**src/rtl/shift_result_buffer.sv**
```systemverilog
// Result buffer behind the barrel shifter: tags each result with Z/N/C
// and queues it in a small FIFO between shifter and write-back.
module shift_result_buffer #(
  parameter int DEPTH = 2,
  parameter int WIDTH = 32
) (
  input  logic                     clk,
  input  logic                     rst,
  input  logic                     in_valid,
  output logic                     in_ready,
  input  logic [WIDTH-1:0]         in_result,
  input  logic [WIDTH-1:0]         in_data,
  input  logic [2:0]               in_opsel,
  input  logic [4:0]               in_shamt,
  output logic                     out_valid,
  input  logic                     out_ready,
  output logic [WIDTH-1:0]         out_result,
  output logic [2:0]               out_flags,
  output logic [$clog2(DEPTH):0]   count
);

  localparam int PW = $clog2(DEPTH);
  localparam int CW = PW + 1;
  localparam logic [CW-1:0] FULL = CW'(DEPTH);

  typedef struct packed {
    logic [WIDTH-1:0] result;
    logic [2:0]       flags;
  } entry_t;

  entry_t          mem [DEPTH];
  entry_t          wr_entry;
  entry_t          head;
  logic [PW-1:0]   wr_ptr;
  logic [PW-1:0]   rd_ptr;
  logic            push;
  logic            pop;

  logic            op_sll;
  logic            op_srl;
  logic            op_sra;
  logic            op_rol;
  logic            op_ror;
  logic [4:0]      sll_idx;
  logic [4:0]      srl_idx;
  logic            carry;
  logic            zero;
  logic            neg;

  assign in_ready  = (count != FULL);
  assign out_valid = (count != '0);
  assign push      = in_valid && in_ready;
  assign pop       = out_valid && out_ready;

  always_comb begin
    op_sll = (in_opsel == 3'b000) || (in_opsel == 3'b100);
    op_srl = (in_opsel == 3'b001) || (in_opsel == 3'b101)
          || (in_opsel == 3'b111);
    op_rol = (in_opsel == 3'b010);
    op_ror = (in_opsel == 3'b011);
    op_sra = (in_opsel == 3'b110);
  end

  // 32 - shamt wraps to a 5-bit index; only used when shamt != 0
  assign sll_idx = 5'd0 - in_shamt;
  assign srl_idx = in_shamt - 5'd1;

  always_comb begin
    carry = 1'b0;
    if (in_shamt != 5'd0) begin
      unique case (1'b1)
        op_sll:         carry = in_data[sll_idx];
        op_srl, op_sra: carry = in_data[srl_idx];
        op_rol:         carry = in_result[0];
        op_ror:         carry = in_result[WIDTH-1];
        default:        carry = 1'b0;
      endcase
    end
  end

  assign zero = (in_result == '0);
  assign neg  = in_result[WIDTH-1];

  always_comb begin
    wr_entry        = '0;
    wr_entry.result = in_result;
    wr_entry.flags  = {carry, neg, zero};
  end

  always_ff @(posedge clk) begin
    if (rst) begin
      wr_ptr <= '0;
      rd_ptr <= '0;
      count  <= '0;
    end else begin
      if (push) wr_ptr <= wr_ptr + PW'(1);
      if (pop)  rd_ptr <= rd_ptr + PW'(1);
      unique case ({push, pop})
        2'b10:   count <= count + CW'(1);
        2'b01:   count <= count - CW'(1);
        default: count <= count;
      endcase
    end
  end

  always_ff @(posedge clk) begin
    if (!rst && push) mem[wr_ptr] <= wr_entry;
  end

  assign head       = mem[rd_ptr];
  assign out_result = out_valid ? head.result : '0;
  assign out_flags  = out_valid ? head.flags  : 3'b000;

endmodule

```
**config.mk**
```make
export PLATFORM = sky130hd
export DESIGN_NAME = shift_result_buffer
export DESIGN_NICKNAME = d
export VERILOG_FILES = /design/src/rtl/shift_result_buffer.sv
export SDC_FILE = /design/constraint.sdc
export NUM_CORES = 1
export LEC_CHECK = 0
export ABC_AREA = 1
export BUFFER_PORTS_ARGS = -buffer_cell sky130_fd_sc_hd__buf_2
export CORE_MARGIN = 2
export CORE_UTILIZATION = 48
export CTS_BUF_LIST = sky130_fd_sc_hd__clkbuf_2
export CTS_CLUSTER_SIZE = 16
export DETAILED_ROUTE_END_ITERATION = 10
export PLACE_DENSITY = 0.78
export SLEW_MARGIN = 20
export SYNTH_ARGS = -nofsm -noshare
export SYNTH_HDL_FRONTEND = slang
export SYNTH_SLANG_ARGS = --single-unit
```
**constraint.sdc**
```tcl
create_clock -name clk -period 4 [get_ports clk]
set_input_delay 1.2 -clock clk [delete_from_list [all_inputs] [get_ports clk]]
set_output_delay 1.2 -clock clk [all_outputs]
set_load 0.02 [all_outputs]
```
==> results of run 1 <==
[cell families after synthesis]
family          synth area share [%]
simple gates                    25.3
flops                           57.3
buf+inv                         8.00
compound gates                  6.82
xor+xnor                        1.61
fa+ha+maj                       1.00
[per-stage QoR]
step / cell area (um2) / util (%) / hold slack (ns)
6_report: 4530 / 59.2 / 0.484
5_1_grt: 4530 / 59.2 / 0.513
4_1_cts: 4530 / 59.2 / 0.483
3_5_place_dp: 4390 / 57.4 / 0.461
3_3_place_gp: 4390 / 57.4 / 0.449
2_1_floorplan: 3740 / - / 0.435
[cell type report]
| cell class | count | area share (%) |
|---|---|---|
| clock inverter | 6 | 1.99 |
| inverter | 49 | 4.06 |
| tap | 102 | 2.82 |
| clock buffer | 10 | 1.10 |
| timing repair buffer | 120 | 13.6 |
| sequential | 73 | 47.3 |
| multi-input combinational | 274 | 29.1 |
[metal layers]
metal  routed length [um]  share of wire, %  vias up  GRT usage (%)
met1                 3370                40     1456           25.5
met4                  119               1.4        0           6.59
met2                 4270                51      138           35.0
li1                     -                 -     1623              -
met3                  642               7.6       16           4.93
met5                    0                 0        -              0
[cells in the final DEF (no fill, tap or decap), drive strengths merged]
cell type	synthesis	final
nand3	58	58
clkinv	1	2
bufinv	0	2
nand2	139	139
a21oi	39	39
nor3	1	1
ha	3	3
nor4	8	8
dfxtp	5	5
clkinvlp	0	1
nor3b	1	1
xor2	2	2
inv	48	50
xnor2	1	1
o21ai	3	3
edfxtp	68	68
clkbuf	10	10
o211ai	6	6
nor2	9	9
buf	11	120
or2	1	1
nand4	3	3
[worst paths after layout]
check | slack (ns) | from | to
setup / recovery | 0.61 | flip-flop | out_result[0]
hold / removal | 0.48 | wr_ptr | wr_ptr
setup reg to reg | 1.81 | count[1] | count[1]
hold reg to reg | 0.48 | wr_ptr | wr_ptr
[sequential cells by signal (all words and copies together), names as in the netlist, named ones only]
register and flops:
mem 68, rd_ptr 1, count 2, wr_ptr 1
[worst reg2reg max path, cell delays in order (launching register included)]
cell and delay [ns]:
dfxtp_1 0.39, nor2_2 0.43, buf_4 0.33, inv_1 0.09
nand2_1 0.11, inv_1 0.05, ha_1 0.28, inv_1 0.08
nand2_1 0.05, nor2_1 0.11, nand2_1 0.06, nor3b_1 0.13
[report_power, final]
part           leakage (nW)  total [W]  switching (W)  internal, W
Sequential            0.664   0.000920      0.0000217     0.000898
Clock                0.0829   0.000467       0.000254     0.000213
Combinational          1.33   0.000782       0.000540     0.000242
==> summary.md, run 1 <==
| Metric | Value |
|---|---|
| Asr flop ratio synth | `0%` |
| Post-synthesis sequential area ratio | `a little under three fifths` |
| WP depth | `4` |
| Final Wtd Congestion | `0.893` |
| Clk_lat worst skew | `0.51 ns` |
| Max Slew Vio Count | `0` |
| Antenna violations before repair | `0` |
| CP Data Arrival Time | `2.19 ns` |
| Clock Pin Slew Worst Setup and Hold Paths | `~0.18 ns` |
| WP data required | `2.80 ns` |
| Routed wire length | `8.40 mm` |
| CTS tree | `built` |
| GRT Util Overall | `around 20%` |
| Die area | `~0.0085 mm2` |
| Largest area contributor in the netlist | `edfxtp_1` |
| Synth warn | `0` |
| CP max stage cell | `clkinv_1` |
| I/O pins | `115` |
| Via Count | `3233` |
| Cell area after synthesis | `0.00374 mm2` |
| CP peak stage delay | `0.75 ns` |
| Final hold violation count | `0` |
| H-tree depth | `3` |
| DR pass1 iterations | `5` |
| WL per Instance | `13.2 um` |
| Post-Layout Cell Count | `roughly 630` |
| Top post-synthesis cells by area | `edfxtp_1 (55%), nand2_1 (14%), nand3_1 (7.6%)` |
| Hold path cells | `2` |
| HPWL Detailed | `5.86 mm` |
| Core region area | `0.00765 mm2` |
| Gr ovfl total | `0` |
| Setup-failing EPs final | `0` |
| Worst slew pin tran | `0.992 ns` |
| Achievable clock frequency | `295 MHz` |
| Crit-path cells | `clkinv_1 > nand2_1 > a21oi_1 > buf_2` |
| Mean Syn Cell Area | `about 9.0 um2` |
| Vias per cell | `5.10` |
| Row count | `32` |
| Die H | `92.3 um` |
| Area of the multi-input gates | `0.00132 mm2` |
| WP buf/inv | `2` |
| EDFF count, synth | `68` |
| CP Launch Type | `flip-flop` |
| CP max FO | `34` |
| Reg2Reg Depth | `11` |
| Crit path kind | `flip-flop to output port` |
| Most frequent cell after synthesis | `nand2_1` |
| Number of I/O port buffers | `114` |
| DRC viols | `0` |
| Place WS | `0.666 ns` |
| Diode count | `0` |
| Fillcell total | `677` |
| Post-CTS Setup Inserts | `0` |
| Min Tclk post-route | `3.39 ns` |
| Hold Path Class | `flip-flop to flip-flop` |
| Max_cap viols | `0` |
| Nets@finish | `606` |
| PostCTS Resize Cnt | `0` |
| CTS Buf Count | `9` |
| Largest net degree at the start of global routing | `40` |
| Root buffer cell | `clkbuf_2` |
| Synth top area share | `between 50% and 60%` |
| Clk_skew | `0.0276 ns` |
| Final ANT Viol Nets | `0` |
| Die W | `92.3 um` |
| Maximum vdd drop | `0.187 mV` |
| Cell Pwr Density | `~480 mW/mm2` |
| Number of distinct library cells after synthesis | `26` |
| Crit end category | `output port` |
| Total power | `roughly 0.0022 W` |
| Status | `completed` |
| Final setup margin | `0.607 ns` |
| First-pass GRT wire length | `13.6 mm` |
| Vias in the first global route | `2967` |
| Setup TNS | `0 ns` |
| Syn Inst Count | `between 400 and 500` |
| Top_reg_cell synth | `edfxtp_1` |
| Synth-to-Final Area Change | `21.1%` |
| Number of cells after detailed placement | `618` |
| DR iter-0 viols | `roughly 230` |
| Relative slew slack | `33.7%` |
| Most frequent cells after synthesis | `nand2_1 (138), edfxtp_1 (68), nand3_1 (57)` |
| Register cell area after layout | `between 0.002 and 0.0025 mm2` |
| Net Count, Synth | `496` |
| Clock tree buffer depth | `2` |
| Leak | `2.08 nW` |
| CP top delay family | `buffers and inverters` |
| TritonCTS Sinks | `73` |
| Initial core utilization | `48.9%` |
| RSZ-0062 raised after global routing | `false` |
| Layout cell share with drive strength beyond 1 | `27.6%` |
| # hold bufs at CTS | `0` |
| Final Cycle Share | `84.8%` |
| Number of synthesized register bits | `73` |
(Power assumes the default switching activity.)
==> inputs of run 2 (changes only) <==
- ABC_AREA: 1 -> 0
- CORE_UTILIZATION: 48 -> 47
- clock period: 4 -> 3.05 ns (I/O delays scaled with it)
==> run 2 against run 1 <==
Net effect:
- first-iteration DRC count decreased by 39%
- count of clock-buffer cells in the layout is 1 lower
- worst setup slack got worse by 0.30 ns
- sequential share of layout area increased by 1.4 points
- area after synthesis shrank 5.6%
- largest power group is now combinational logic
==> summary.md, run 2 <==
| Metric | Value |
|---|---|
| CP top delay family | `flip-flops` |
| Reg2Reg Depth | `7` |
| Crit-path cells | `buf_12 > mux2i_1 > nor2_1 > buf_2` |
| XOR/XNOR share of the synthesized area | `under 10%` |
| Final Wtd Congestion | `0.891` |
| Hold Path Class | `flip-flop to flip-flop` |
| Fillcell total | `just under 600` |
| Die area | `0.00822 mm2` |
| Worst reg2reg startpoint | `count[0]` |
| Core region area | `0.00725 mm2` |
| Worst R2R End | `count[1]` |
| Synth top area share | `roughly 58%` |
| Multiplexer share of the synthesized area | `22.2%` |
| WP data required | `approximately 2.1 ns` |
| Nets@finish | `441` |
| Clock Pin Slew Worst Setup and Hold Paths | `about 0.20 ns` |
| Cell Pwr Density | `just over 700 mW/mm2` |
| # hold bufs at CTS | `0` |
| Final setup margin | `0.306 ns` |
| Register cell area after layout | `0.00214 mm2` |
| Number of distinct library cells after synthesis | `33` |
| CP Data Arrival Time | `1.83 ns` |
| RSZ-0062 raised after global routing | `false` |
| Vias per cell | `5.25` |
| Most flops, register | `mem` |
| Crit path kind | `flip-flop to output port` |
| Simple-gate share of the synthesized area | `10.5%` |
| Largest area contributor in the netlist | `edfxtp_1` |
| Root buffer cell | `clkbuf_2` |
| Leak | `around 1.7 nW` |
| Layout cell share with drive strength beyond 1 | `45.5%` |
| Vias in the first global route | `2500` |
| Worst slew pin tran | `0.517 ns` |
| TritonCTS Sinks | `73` |
| WHS Endpoint | `count[1]` |
| Synth warn | `0` |
| CP Launch Type | `flip-flop` |
| Setup-failing EPs final | `0` |
| Post-CTS Setup Inserts | `0` |
| CTS Buf Count | `9` |
| I/O pins | `~120` |
| Hold path cells | `2` |
| EDFF count, synth | `68` |
| HPWL Detailed | `5.51 mm` |
| Clock tree buffer depth | `2` |
| WL per Instance | `16.1 um` |
| Regs by FF count | `mem: 68 flops, count: 2 flops` |
| Place WS | `0.111 ns` |
| H-tree depth | `3` |
| Via Count | `approximately 2400` |
| Top_reg_cell synth | `edfxtp_1` |
| Maximum vdd drop | `0.333 mV` |
| Number of synthesized register bits | `between 70 and 80` |
| Antenna violations before repair | `0` |
| Crit end category | `output port` |
| Commonest non-fill, non-tap cell in the layout | `buf_2` |
| CTS tree | `built` |
| Main combinational cell family by area after synthesis | `multiplexers` |
| Final ANT Viol Nets | `0` |
| Clk_skew | `0.0289 ns` |
| CP peak stage delay | `0.64 ns` |
| Most frequent cell after synthesis | `edfxtp_1` |
| Achievable clock frequency | `364 MHz` |
| Max_cap viols | `0` |
| CP max FO | `22` |
| WP buf/inv | `2` |
| Top post-synthesis cells by area | `edfxtp_1 (58%), mux2i_1 (11%), mux4_2 (10%)` |
| Gr ovfl total | `0` |
| DR pass1 iterations | `4` |
| DP Area | `0.00429 mm2` |
| PostCTS Resize Cnt | `0` |
| Max Slew Vio Count | `0` |
| Row count | `31` |
| Synth-to-Final Area Change | `24.7%` |
| Final instance area | `0.00441 mm2` |
| Cell area after synthesis | `0.00353 mm2` |
| Routed wire length | `7.52 mm` |
| Setup TNS | `0 ns` |
| Most frequent cells in the layout | `buf_2 (114), edfxtp_1 (68), mux2i_1 (39), nor2_1 (39), mux4_2 (16)` |
| DR iter-0 viols | `roughly 140` |
| Final hold violation count | `0` |
| Largest net degree at the start of global routing | `36` |
| Final Cycle Share | `90.0%` |
| Die W | `90.7 um` |
| Number of I/O port buffers | `114` |
| Post-synthesis sequential area ratio | `between 60% and 70%` |
| Compound-gate portion of the synthesized area | `1.38%` |
| Initial core utilization | `between 40% and 50%` |
| Asr flop ratio synth | `0%` |
| Adder-Cell Fraction of Synth Area | `1.06%` |
| Final Util | `between 60 and 70%` |
| Area of the multi-input gates | `0.00136 mm2` |
| CP max stage cell | `dfxtp_2` |
| Clk_lat worst skew | `roughly 0.48 ns` |
| First-pass GRT wire length | `between 10 and 15 mm` |
| GRT Util Overall | `19.1%` |
| Relative slew slack | `65.2%` |
| Hold Crit Start | `count[1]` |
| Die H | `90.7 um` |
| FF-to-FF setup slack | `1.02 ns` |
| Status | `completed` |
| Diode count | `0` |
| Net Count, Synth | `320` |
| DRC viols | `0` |
| Syn Inst Count | `241` |
| Most frequent cells after synthesis | `edfxtp_1 (68), nor2_1 (40), mux2i_1 (39)` |
| Min Tclk post-route | `2.74 ns` |
| Mean Syn Cell Area | `14.7 um2` |
| Max reg flops | `between 60 and 70` |
==> run 2: cell count changes after synthesis, sizes merged, moves of 6 or more <==
cell   before  now
mux2i       0   39
nor2        9   40
nand2     139    4
inv        48    4
a21oi      39    2
nor3b       1    7
buf        11    5
mux4        0   16
nand3      58    0
==> run 2: how the worst max path moves through the flow <==
stage | from | endpoint | slack (ns) | cells past startpoint
finish | flip-flop | out_result[17] | 0.31 | 4
global route | flip-flop | out_flags[0] | 0.13 | 4
CTS | flip-flop | out_result[17] | 0.23 | 4
detailed placement | in_shamt[1] | mem[0][2] | 0.11 | 8
global placement | in_shamt[1] | mem[1][2] | 0.16 | 8
floorplan | in_shamt[0] | mem[0][2] | 0.004 | 10
==> run 2: final cells by class <==
cell class / instances / share of cell area, %
clock buffers: 9 / 1.02
clock inverters: 7 / 1.62
flip-flops and latches: 73 / 48.7
multi-input cells: 151 / 30.8
inverters: 4 / 0.341
well taps: 99 / 2.81
repair buffers: 123 / 14.8
==> run 2: layer usage <==
| layer | track usage [%] | wire, um |
|---|---|---|
| met5 | 0 | 0 |
| met4 | 7.82 | 108 |
| met3 | 5.68 | 441 |
| met2 | 31.5 | 3910 |
| met1 | 23.6 | 3060 |
==> run 2: power breakdown <==
group          leakage [nW]  total (W)  internal (W)  switching (W)
registers             0.667    0.00129       0.00122      0.0000773
logic                 0.983    0.00139      0.000527       0.000859
clock network        0.0639   0.000510      0.000187       0.000324
total                  1.71    0.00319       0.00193        0.00126
==> run 2: stage by stage <==
| stage | hold slack [ns] | power [W] | cells |
|---|---|---|---|
| 2_1_floorplan | 0.481 | 0.00224 | 241 |
| 3_5_place_dp | 0.515 | 0.00272 | 450 |
| 5_1_grt | 0.536 | 0.00338 | 466 |
| 3_3_place_gp | 0.497 | 0.00269 | 450 |
| 6_report | 0.537 | 0.00319 | 466 |
| 4_1_cts | 0.541 | 0.00323 | 466 |
==> run 2: logic make-up after synthesis <==
logic type,after synthesis
adders and majority gates,3
buffers and inverters,17
muxes,58
and+or+nand+nor,76
xor gates and xnor gates,7
DFF,73
AOI/OAI and AO/OA,7
==> run 2: worst register-to-register path, delay by kind of cell, from the launching register on <==
family | cells | cell delay [ns]
AND/OR/NAND/NOR | 3 | 0.66
flip-flops | 1 | 0.41
buffers and inverters | 2 | 0.46
adder cells (fa/ha/maj) | 1 | 0.32
AO/OA/AOI/OAI | 1 | 0.14
